==> config.mk <==
export PLATFORM = sky130hd
export DESIGN_NAME = motion_ramp_ctrl_flat
export DESIGN_NICKNAME = d
export VERILOG_FILES = /design/src/rtl/motion_ramp_ctrl_if.sv /design/src/rtl/motion_ramp_ctrl.sv /design/src/flat_wrapper.sv
export SDC_FILE = /design/constraint.sdc
export NUM_CORES = 1
export LEC_CHECK = 0
export CORE_ASPECT_RATIO = 1.2
export CORE_MARGIN = 5
export CORE_UTILIZATION = 40
export DETAILED_ROUTE_END_ITERATION = 6
export PLACE_DENSITY = 0.57
export SYNTH_ARGS = -nofsm -noshare
export SYNTH_HDL_FRONTEND = slang
export SYNTH_SLANG_ARGS = --single-unit
==> constraint.sdc <==
create_clock -name Clk -period 12.3 [get_ports Clk]
set_input_delay 3.075 -clock Clk [delete_from_list [all_inputs] [get_ports Clk]]
set_output_delay 3.075 -clock Clk [all_outputs]
set_load 0.05 [all_outputs]
==> src/rtl/motion_ramp_ctrl_if.sv <==
// -----------------------------------------------------------------------------
// motion_ramp_ctrl_if
// Link between the ramp controller and the step-pulse generator.
//   SpeedCmd     : speed word offered to the pulse generator
//   SpeedSet     : load request, held until SpeedSetDone is seen high
//   SpeedSetDone : load acknowledge from the pulse generator
//   PlsIn        : step pulse train from the pulse generator (asynchronous)
// Modports: master = controller side, slave = pulse generator side.
// -----------------------------------------------------------------------------
interface motion_ramp_ctrl_if;
   logic [7:0] SpeedCmd;
   logic       SpeedSet;
   logic       SpeedSetDone;
   logic       PlsIn;

   modport master (
      output SpeedCmd,
      output SpeedSet,
      input  SpeedSetDone,
      input  PlsIn
   );

   modport slave (
      input  SpeedCmd,
      input  SpeedSet,
      output SpeedSetDone,
      output PlsIn
   );
endinterface

==> src/rtl/motion_ramp_ctrl.sv <==
// -----------------------------------------------------------------------------
// motion_ramp_ctrl
// Trapezoidal speed-ramp controller for a step-pulse generator. A move ramps
// the speed up in STEP increments every AccelDiv+1 clocks, cruises at the
// target, ramps down early enough to mirror the pulses spent accelerating,
// and finally commands speed 0 before reporting Done.
// Ports:
//   Clk          : clock, all state on rising edge
//   sCntClr      : asynchronous active-high reset
//   Start        : move request (IDLE only)
//   Abort        : terminate the active move
//   TargetSpeed  : cruise speed word
//   StepCount    : pulses to emit for the move
//   AccelDiv     : ramp tick period minus one
//   Busy         : high whenever not IDLE
//   Done         : one-cycle move-complete strobe
//   Aborted      : last move was ended by Abort
//   PlsCnt       : pulses counted in the current or last move
//   pg           : handshake / pulse link to the pulse generator (master)
// -----------------------------------------------------------------------------
module motion_ramp_ctrl #(
   parameter int unsigned STEP      = 1,
   parameter int unsigned MIN_SPEED = 1
) (
   input  logic               Clk,
   input  logic               sCntClr,
   input  logic               Start,
   input  logic               Abort,
   input  logic [7:0]         TargetSpeed,
   input  logic [15:0]        StepCount,
   input  logic [7:0]         AccelDiv,
   output logic               Busy,
   output logic               Done,
   output logic               Aborted,
   output logic [15:0]        PlsCnt,
   motion_ramp_ctrl_if.master pg
);

   localparam logic [2:0] IDLE   = 3'd0;
   localparam logic [2:0] ACCEL  = 3'd1;
   localparam logic [2:0] CRUISE = 3'd2;
   localparam logic [2:0] DECEL  = 3'd3;
   localparam logic [2:0] STOP   = 3'd4;
   localparam logic [2:0] DONE   = 3'd5;

   localparam logic [8:0] STEP_W = 9'(STEP);
   localparam logic [8:0] MIN_W  = 9'(MIN_SPEED);

   logic [2:0]  state_q, state_d;
   logic [7:0]  target_q;
   logic [15:0] stepCnt_q;
   logic [7:0]  accelDiv_q;
   logic [7:0]  speed_q;
   logic [7:0]  tickCnt_q;
   logic [15:0] accCnt_q;
   logic [15:0] plsCnt_q;
   logic        aborted_q;
   logic [7:0]  speedCmd_q;
   logic        speedSet_q;
   logic        ackWait_q;
   logic        stopSent_q;
   logic        busy_q;
   logic        done_q;
   logic        plsSync1_q, plsSync2_q, plsPrev_q;

   logic        plsEdge_s;
   logic        hsBusy_s;
   logic        tick_s;
   logic [15:0] remain_s;
   logic        decelReq_s;
   logic [8:0]  sum_s;
   logic [7:0]  upSpeed_s;
   logic [7:0]  downSpeed_s;
   logic        issue_s;
   logic [7:0]  issueVal_s;
   logic        setAbort_s;

   // Datapath helpers: pulse edge, handshake activity, ramp tick, ramp targets
   always_comb begin
      plsEdge_s = plsSync2_q & ~plsPrev_q;
      // Handshake counts as pending until the ack has also returned low
      hsBusy_s  = speedSet_q | ackWait_q;
      tick_s    = (tickCnt_q == accelDiv_q);
      // Pulses still to go, clamped at zero once the count is met or exceeded
      if (plsCnt_q >= stepCnt_q) begin
         remain_s = 16'd0;
      end else begin
         remain_s = stepCnt_q - plsCnt_q;
      end
      decelReq_s = (remain_s <= accCnt_q);
      // 9-bit sum so speed+STEP cannot wrap past 255 before the clamp
      sum_s = {1'b0, speed_q} + STEP_W;
      if (sum_s >= {1'b0, target_q}) begin
         upSpeed_s = target_q;
      end else begin
         upSpeed_s = sum_s[7:0];
      end
      // Subtract only when the result stays at or above the floor
      if ({1'b0, speed_q} >= (MIN_W + STEP_W)) begin
         downSpeed_s = speed_q - STEP_W[7:0];
      end else begin
         downSpeed_s = MIN_W[7:0];
      end
   end

   // Next-state logic and speed-change issue decisions
   always_comb begin
      state_d    = state_q;
      issue_s    = 1'b0;
      issueVal_s = speed_q;
      setAbort_s = 1'b0;
      case (state_q)
         IDLE: begin
            if (Start) begin
               if ((StepCount == 16'd0) || (TargetSpeed == 8'd0)) begin
                  state_d = STOP;
               end else begin
                  state_d = ACCEL;
               end
            end else begin
               state_d = IDLE;
            end
         end
         ACCEL: begin
            if (Abort) begin
               setAbort_s = 1'b1;
               state_d    = STOP;
            end else if (decelReq_s) begin
               state_d = DECEL;
            end else if ((speed_q == target_q) && !hsBusy_s) begin
               state_d = CRUISE;
            end else if (tick_s && !hsBusy_s && (upSpeed_s != speed_q)) begin
               // A tick landing on a pending handshake is simply dropped
               issue_s    = 1'b1;
               issueVal_s = upSpeed_s;
            end else begin
               state_d = ACCEL;
            end
         end
         CRUISE: begin
            if (Abort) begin
               setAbort_s = 1'b1;
               state_d    = STOP;
            end else if (decelReq_s) begin
               state_d = DECEL;
            end else begin
               state_d = CRUISE;
            end
         end
         DECEL: begin
            if (Abort) begin
               setAbort_s = 1'b1;
               state_d    = STOP;
            end else if (plsCnt_q >= stepCnt_q) begin
               state_d = STOP;
            end else if (tick_s && !hsBusy_s && (downSpeed_s != speed_q)) begin
               issue_s    = 1'b1;
               issueVal_s = downSpeed_s;
            end else begin
               state_d = DECEL;
            end
         end
         STOP: begin
            // Let any in-flight handshake finish, send zero, wait for it too
            if (hsBusy_s) begin
               state_d = STOP;
            end else if (stopSent_q) begin
               state_d = DONE;
            end else begin
               issue_s    = 1'b1;
               issueVal_s = 8'd0;
            end
         end
         DONE: begin
            state_d = IDLE;
         end
         default: begin
            state_d = IDLE;
         end
      endcase
   end

   // State, counters, handshake and registered outputs
   always_ff @(posedge Clk or posedge sCntClr) begin
      if (sCntClr) begin
         state_q    <= IDLE;
         target_q   <= 8'd0;
         stepCnt_q  <= 16'd0;
         accelDiv_q <= 8'd0;
         speed_q    <= 8'd0;
         tickCnt_q  <= 8'd0;
         accCnt_q   <= 16'd0;
         plsCnt_q   <= 16'd0;
         aborted_q  <= 1'b0;
         speedCmd_q <= 8'd0;
         speedSet_q <= 1'b0;
         ackWait_q  <= 1'b0;
         stopSent_q <= 1'b0;
         busy_q     <= 1'b0;
         done_q     <= 1'b0;
         plsSync1_q <= 1'b0;
         plsSync2_q <= 1'b0;
         plsPrev_q  <= 1'b0;
      end else begin
         state_q    <= state_d;
         busy_q     <= (state_d != IDLE);
         done_q     <= (state_d == DONE);
         plsSync1_q <= pg.PlsIn;
         plsSync2_q <= plsSync1_q;
         plsPrev_q  <= plsSync2_q;

         if ((state_q == IDLE) && Start) begin
            target_q   <= TargetSpeed;
            stepCnt_q  <= StepCount;
            accelDiv_q <= AccelDiv;
            plsCnt_q   <= 16'd0;
            accCnt_q   <= 16'd0;
            aborted_q  <= 1'b0;
         end else begin
            if ((state_q != IDLE) && plsEdge_s && (plsCnt_q != 16'hFFFF)) begin
               plsCnt_q <= plsCnt_q + 16'd1;
            end
            if ((state_q == ACCEL) && plsEdge_s && (accCnt_q != 16'hFFFF)) begin
               accCnt_q <= accCnt_q + 16'd1;
            end
            if (setAbort_s) begin
               aborted_q <= 1'b1;
            end
         end

         // Tick counter runs only while staying in a ramp state
         if (((state_q == ACCEL) || (state_q == DECEL)) && (state_d == state_q)) begin
            tickCnt_q <= tick_s ? 8'd0 : tickCnt_q + 8'd1;
         end else begin
            tickCnt_q <= 8'd0;
         end

         if (issue_s) begin
            speedCmd_q <= issueVal_s;
            speed_q    <= issueVal_s;
            speedSet_q <= 1'b1;
         end else if (speedSet_q && pg.SpeedSetDone) begin
            speedSet_q <= 1'b0;
            ackWait_q  <= 1'b1;
         end else if (ackWait_q && !pg.SpeedSetDone) begin
            ackWait_q <= 1'b0;
         end

         if (state_q != STOP) begin
            stopSent_q <= 1'b0;
         end else if (issue_s) begin
            stopSent_q <= 1'b1;
         end
      end
   end

   assign Busy        = busy_q;
   assign Done        = done_q;
   assign Aborted     = aborted_q;
   assign PlsCnt      = plsCnt_q;
   assign pg.SpeedCmd = speedCmd_q;
   assign pg.SpeedSet = speedSet_q;

endmodule

==> src/flat_wrapper.sv <==
// flat-port wrapper written by rule: the top's interface ports become plain ports
module motion_ramp_ctrl_flat 
#(
   parameter int unsigned STEP      = 1,
   parameter int unsigned MIN_SPEED = 1
)
  (Clk, sCntClr, Start, Abort, TargetSpeed, StepCount, AccelDiv, Busy, Done, Aborted, PlsCnt, pg_SpeedCmd, pg_SpeedSet, pg_SpeedSetDone, pg_PlsIn);
  motion_ramp_ctrl_if pg_i ();
  input  logic Clk;
  input  logic sCntClr;
  input  logic Start;
  input  logic Abort;
  input  logic [7:0] TargetSpeed;
  input  logic [15:0] StepCount;
  input  logic [7:0] AccelDiv;
  output logic Busy;
  output logic Done;
  output logic Aborted;
  output logic [15:0] PlsCnt;
  output wire logic [$bits(pg_i.SpeedCmd)-1:0] pg_SpeedCmd;
  output wire logic [$bits(pg_i.SpeedSet)-1:0] pg_SpeedSet;
  input wire logic [$bits(pg_i.SpeedSetDone)-1:0] pg_SpeedSetDone;
  input wire logic [$bits(pg_i.PlsIn)-1:0] pg_PlsIn;
  assign pg_SpeedCmd = pg_i.SpeedCmd;
  assign pg_SpeedSet = pg_i.SpeedSet;
  assign pg_i.SpeedSetDone = pg_SpeedSetDone;
  assign pg_i.PlsIn = pg_PlsIn;
  motion_ramp_ctrl #(.STEP(STEP), .MIN_SPEED(MIN_SPEED)) u_core (.Clk(Clk), .sCntClr(sCntClr), .Start(Start), .Abort(Abort), .TargetSpeed(TargetSpeed), .StepCount(StepCount), .AccelDiv(AccelDiv), .Busy(Busy), .Done(Done), .Aborted(Aborted), .PlsCnt(PlsCnt), .pg(pg_i));
endmodule
==> results.cfg, run 1 <==
[min_path]
hold_end = u_core.plsSync2_q$_DFF_PP0_
hold_class = reg -> reg
worst_hold_startpoint = u_core.plsSync1_q$_DFF_PP0_
holdPathStages = 0

[logic_synthesis]
yosysTopAreaCellShare_pct = 37.2
ys_types = 61
synth_area_um2 = 6180
syn-mean-instance-area_um2 = 8.60
ys_warn_count = 0
synth.largest_area_cell = dfrtp_1
yosys-top-cells-count = nand2_1 (111), dfrtp_1 (92), inv_1 (54)
syn_nets = 804
ys_async_sr_fraction_pct = 100
synth-edff-count = 0
yosysMostFrequentCell = nand2_1
ys_ff_latch = 92
synth_flop_cell = dfrtp_1
seq_area_frac_synth_pct = 37.2
synth_area_leaders = dfrtp_1 (37%), ha_1 (9.3%), nand2_1 (6.7%), xnor2_1 (6.0%), inv_1 (3.3%)
syn_inst = 719

[setup_path]
critPathKind = reg -> reg
cp-end-kind = register
cp_max_fo = 14
ff2ff_setup_slack_ps = 6990
r2r_cells = 17
r2r_start = u_core.PlsCnt[0]$_DFFE_PP0P_
cp-start-kind = register
r2r_end = u_core.speed_q[1]$_DFFE_PP0P_
cp_data_arrival_time_ps = 5550
crit_required_ps = 12540

[run]
max_cap_viol_count = 0

[cells_and_area]
postLayoutCoreUtil_pct = 48.5
layout-drive-gt1-share_pct = 4.37
area_delta_synth_final_pct = 18.4
fin_area_um2 = 7320
diodes = 0
final_nets = 858

[routing]
first_pass_iters = 5
vias_per_cell = 5.43
first_iter_violations = 233
detail-route-antenna-nets = 0
vias = 5332
wl_per_cell_um = 16.3
drc = 0
drt_wl_total_um = 16000

[power]
ir_drop_v = 0.000128
power_leakage_nw = 3.11
power_density_nw_per_um2 = 268

[clocking]
cts_tree = done
cts_root_buf = clkbuf_16
clock_latency_ps = 360
clkTransAtPathRegs_ps = 80
ctsResizeCount = 0
clock_sinks = 92
cts_buffer_depth = 2
cts_buffers = 9
post-cts-setup-buffers = 0
hold_buffers = 0
cts_max_level = 3

[floorplanning]
fp.dieW_um = 123
fp.dieArea_um2 = 18000
die_y_um = 146
core_area_um2 = 15100
io_pins = 66
row_count = 49
initial_core_util_pct = 41.0

[placed_design]
gp_congestion = 0.881
dp_hpwl_um = 12300
post_dp_cell_area_um2 = 7020
port_buffers = 65

[timing]
grt_setup_unrepaired = no
fmax_mhz = 188
period_share_pct = 43.1
slew_violations = 0
fin_crit_ps = 5310
worst_slew_pin_slew_ps = 853
skew_ps = 11.1
relSlewSlack_pct = 42.9
finalHoldViolCount = 0
setup_viol = 0
setup_tns_ps = 0
whs_ps = 359

[global_route]
top_usage_layer = met2
grt_use_met3_pct = 3.09
track_usage_pct = 18.5
grt_max_degree = 66
grt_pass1_wl_um = 26700
grt_pass1_vias = 5504
use_met1_pct = 21.9
met2_usage_pct = 32.8
antenna_found_initial = 0
grt_remaining_overflow = 0

[outcome]
status = completed
-- worst max-delay path, stage by stage (launching register included) --
cell and delay, ps:
dfrtp_1 480, ha_1 220, inv_1 60, fa_1 410, a21o_1 190, and4_1 210, o21ai_0 290, a211o_1 270
and2_1 460, nor3_1 160, ha_1 320, nand2_1 80, nor4_1 410, a221oi_1 210, a211oi_1 520, a31oi_2 360
nand2b_4 200, mux2_2 340
-- state kept, by name, indices dropped and copies added, names as in the netlist, 3 cells and up --
signal / flops
u_core.target_q: 8
u_core.stepCnt_q: 16
u_core.accCnt_q: 16
u_core.speed_q: 8
u_core.tickCnt_q: 8
u_core.PlsCnt: 16
u_core.accelDiv_q: 8
u_core.state_q: 3
-- per-stage QoR --
step | setup slack [ps] | std cells | total power [mW]
floorplan | 6830 | 719 | 1.38
global placement | 6830 | 966 | 1.66
detailed placement | 6770 | 966 | 1.68
CTS | 6960 | 982 | 1.98
global route | 6540 | 982 | 2.14
finish | 6990 | 982 | 1.96
-- cell type report --
| class | instances | area (um2) |
|---|---|---|
| Multi-Input combinational cell | 548 | 3580 |
| Timing Repair Buffer | 68 | 673 |
| Clock buffer | 9 | 225 |
| Inverter | 54 | 204 |
| Tap cell | 204 | 255 |
| Sequential cell | 92 | 2300 |
| Clock inverter | 7 | 75.1 |
| Fill cell | 1443 | 7760 |
-- routing by layer --
metal	share of wire, %	vias up
met1	42	2544
met4	3.1	0
met2	52	109
met3	3.1	31
li1	-	2648
met5	0	-
-- cells in the final DEF (no fill, tap or decap), drive strengths merged, types with 4 or more instances in the layout --
master / instances
or3: 10
o21ai: 34
clkbuf: 9
ha: 46
nand4: 21
mux2i: 10
nand2b: 5
nor2: 50
nand3b: 6
nor3: 21
nand3: 31
o21a: 7
nand2: 111
nor4: 19
nor2b: 9
a21o: 6
xor2: 9
and2: 4
o211ai: 11
dfrtp: 92
clkdlybuf4s50: 65
and4: 6
inv: 57
and3: 8
xnor2: 42
a21oi: 33
-- how the worst max path moves through the flow --
stage	end	cells after the start	from
floorplan	u_core.Aborted$_DFFE_PP0P_	1	sCntClr
global placement	u_core.Busy$_DFF_PP0_	7	StepCount[1]
detailed placement	u_core.Busy$_DFF_PP0_	7	StepCount[9]
CTS	u_core.speed_q[1]$_DFFE_PP0P_	17	u_core.PlsCnt[0]$_DFFE_PP0P_
global route	u_core.speed_q[1]$_DFFE_PP0P_	17	u_core.PlsCnt[0]$_DFFE_PP0P_
finish	u_core.speed_q[1]$_DFFE_PP0P_	17	u_core.PlsCnt[0]$_DFFE_PP0P_
-- report_power, final --
part	total, mW	internal [mW]	switching (mW)
Clock	0.282	0.144	0.138
Sequential	0.487	0.382	0.106
Combinational	1.19	0.488	0.701
Total	1.96	1.01	0.944
-- logic make-up (layout without fill, tap and decap cells) --
family / Yosys count / after routing / share of synthesized area, %
adders and majority gates: 47 / 47 / 9.64
xor gates and xnor gates: 51 / 51 / 7.23
buffers and inverters: 79 / 138 / 4.84
DFF: 92 / 92 / 37.2
muxes: 12 / 12 / 1.98
AOI/OAI and AO/OA: 128 / 128 / 14.4
and+or+nand+nor: 310 / 310 / 24.7
Power figures use the tool's default switching activity.
==> inputs of run 2 (changes only) <==
--- a/config.mk
+++ b/config.mk
@@ -9,7 +9,7 @@
 export CORE_MARGIN = 5
 export CORE_UTILIZATION = 40
 export DETAILED_ROUTE_END_ITERATION = 6
-export PLACE_DENSITY = 0.57
+export PLACE_DENSITY = 0.59
 export SYNTH_ARGS = -nofsm -noshare
 export SYNTH_HDL_FRONTEND = slang
 export SYNTH_SLANG_ARGS = --single-unit
==> constraint.sdc (replaced) <==
create_clock -name Clk -period 4.5 [get_ports Clk]
set_input_delay 1.125 -clock Clk [delete_from_list [all_inputs] [get_ports Clk]]
set_output_delay 1.125 -clock Clk [all_outputs]
set_load 0.05 [all_outputs]
==> run 2 against run 1 <==
Compared with the run above:
- clock skew decreased by 3.9 ps
- critical path depth increased by 2
- wire length increased by 5.2%
- combinational power increased to 3.0 times the previous value
- via count increased by 1.8%
- die area unchanged
- sequential power increased to 2.7 times the previous value
- sequential share of layout area decreased by 0.52 points
- critical endpoint is now u_core.tickCnt_q[7]$_DFF_PP0_
- largest power group unchanged
==> results.cfg, run 2 (synthesis results as in run 1) <==
[outcome]
status = completed

[power]
power_frac_clock_pct = 12.9
p_sw_mw = 2.76
combPwrFrac_pct = 63.8
p_int_mw = 2.91
power_density_nw_per_um2 = 762
power_leakage_nw = 3.17
sw_frac_of_total_pct = 48.7
seqPwrFrac_pct = 23.3
ir_drop_v = 0.000492

[placed_design]
dp_hpwl_um = 12800
port_buffers = 65
gp_congestion = 0.908
place_ws_ps = -141
placed_cells = 976

[cells_and_area]
mostFrequentLayoutCells = nand2_1 (111), dfrtp_1 (90), clkdlybuf4s50_1 (65), inv_1 (53), nor2_1 (50)
final_common_cell = nand2_1
diodes = 0
area_delta_synth_final_pct = 20.5
stdcell_count = 992
final_nets = 868
layout-drive-gt1-share_pct = 7.23

[clocking]
cts_root_buf = clkbuf_16
cts_max_level = 3
cts_buffer_depth = 2
clkTransAtPathRegs_ps = 70
cts_buffers = 9
cts_tree = done
clock_sinks = 92
clock_latency_ps = 360

[run]
max_cap_viol_count = 0

[floorplanning]
fp.dieArea_um2 = 18000
core_area_um2 = 15100
initial_core_util_pct = 41.0
die_y_um = 146
fp.dieW_um = 123
row_count = 49
io_pins = 66

[routing]
drc = 0
drt_wl_total_um = 16800
wl_per_cell_um = 17.0
detail-route-antenna-nets = 0
vias_per_cell = 5.47
vias = 5427
first_pass_iters = 5
first_iter_violations = 291

[global_route]
track_usage_pct = 19.2
grt_remaining_overflow = 0
antenna_found_initial = 0
grt_pass1_wl_um = 27600
grt_max_degree = 66
grt_pass1_vias = 5503

[timing]
setup_viol = 0
finalHoldViolCount = 0
fin_crit_ps = 4320
grt_setup_unrepaired = yes
relSlewSlack_pct = 43.6
period_share_pct = 96.0
slew_violations = 0
skew_ps = 7.21
fmax_mhz = 232
worst_slew_pin_slew_ps = 843
layout_setup_ws_ps = 180

[setup_path]
cp-end-kind = register
path_cells = inv_1 > ha_1 > inv_1 > fa_1 > a21o_1 > and4_1 > nor2_1 > o21bai_1 > a21oi_1 > xor2_1 > nor2_1 > ha_1 > nand2_1 > nor4_4 > a221oi_4 > a211oi_2 > o31a_1 > o21ai_1 > nor4_1
crit_required_ps = 4740
r2r_start = u_core.stepCnt_q[0]$_DFFE_PP0P_
critPathKind = reg -> reg
slowest_delay_ps = 410
crit_start = u_core.stepCnt_q[0]$_DFFE_PP0P_
cp_data_arrival_time_ps = 4560
cp-start-kind = register
slowest_stage = fa_1
cp_max_fo = 8

[min_path]
worst_hold_startpoint = u_core.plsSync1_q$_DFF_PP0_
hold_class = reg -> reg
==> run 2: cell types whose count changed in the layout (fill, tap and decap cells not counted), sizes merged <==
cell	change
buf	+10
clkinv	+2
inv	-2
==> run 2: power groups by stage <==
stage                     Sequential (mW)  Combinational, mW  Clock [mW]
final                                1.32               3.62       0.729
after global routing                 1.36               3.98       0.775
after CTS                            1.32               3.44       0.753
after detailed placement             1.33               3.40           0
after global placement               1.33               3.31           0
after floorplan                      1.37               2.45           0
==> run 2: stage by stage <==
step           hold slack [ps]  total power [mW]  cell area (um2)  TNS, ps  utilization, %
2_1_floorplan              331              3.82             6200        0               -
3_3_place_gp               338              4.64             7110        0            47.1
3_5_place_dp               348              4.73             7110    -1260            47.1
4_1_cts                    361              5.52             7390        0            49.0
5_1_grt                    374              6.11             7450     -158            49.4
6_report                   352              5.67             7450        0            49.4
==> run 2: what timing repair did <==
item / 4_1_cts / 5_1_grt
buffers inserted: 0 / 0
pin swaps: 0 / 3
hold buffers: 0 / 0
setup endpoints to repair: 16 / 17
resized for setup: 2 / 11
==> run 2: path summary, 6_finish.rpt <==
kind	to	slack (ps)	cells after the start
worst max-delay path	u_core.tickCnt_q[7]$_DFF_PP0_	180	19
worst min-delay path	u_core.plsSync2_q$_DFF_PP0_	350	0
worst max register to register	u_core.tickCnt_q[7]$_DFF_PP0_	180	19
worst min register to register	u_core.plsSync2_q$_DFF_PP0_	350	0
max in group asynchronous	u_core.PlsCnt[11]$_DFFE_PP0P_	2470	3
min in group asynchronous	u_core.accelDiv_q[1]$_DFFE_PP0P_	1180	2
==> run 2: final cells by class <==
| cell class | count | area [um2] |
|---|---|---|
| clock buffer | 9 | 225 |
| clock inverter | 7 | 51.3 |
| fill | 1494 | 7630 |
| inverter | 54 | 204 |
| multi-input combinational | 548 | 3660 |
| sequential | 92 | 2300 |
| tap | 204 | 255 |
| timing repair buffer | 78 | 748 |
==> run 2: metal layers <==
metal  routed length [um]  GRT usage [%]
met1                 7330           24.3
met2                 8550           32.8
met3                  590           3.13
met4                  350           6.65
met5                    0              0
==> run 2: worst max-delay path, delay by kind of cell (launching register included) <==
family / cells / cell delay (ps)
simple gates: 6 / 1390
flops: 1 / 360
buf+inv: 2 / 110
xor+xnor: 1 / 180
compound gates: 7 / 1290
fa+ha+maj: 3 / 840
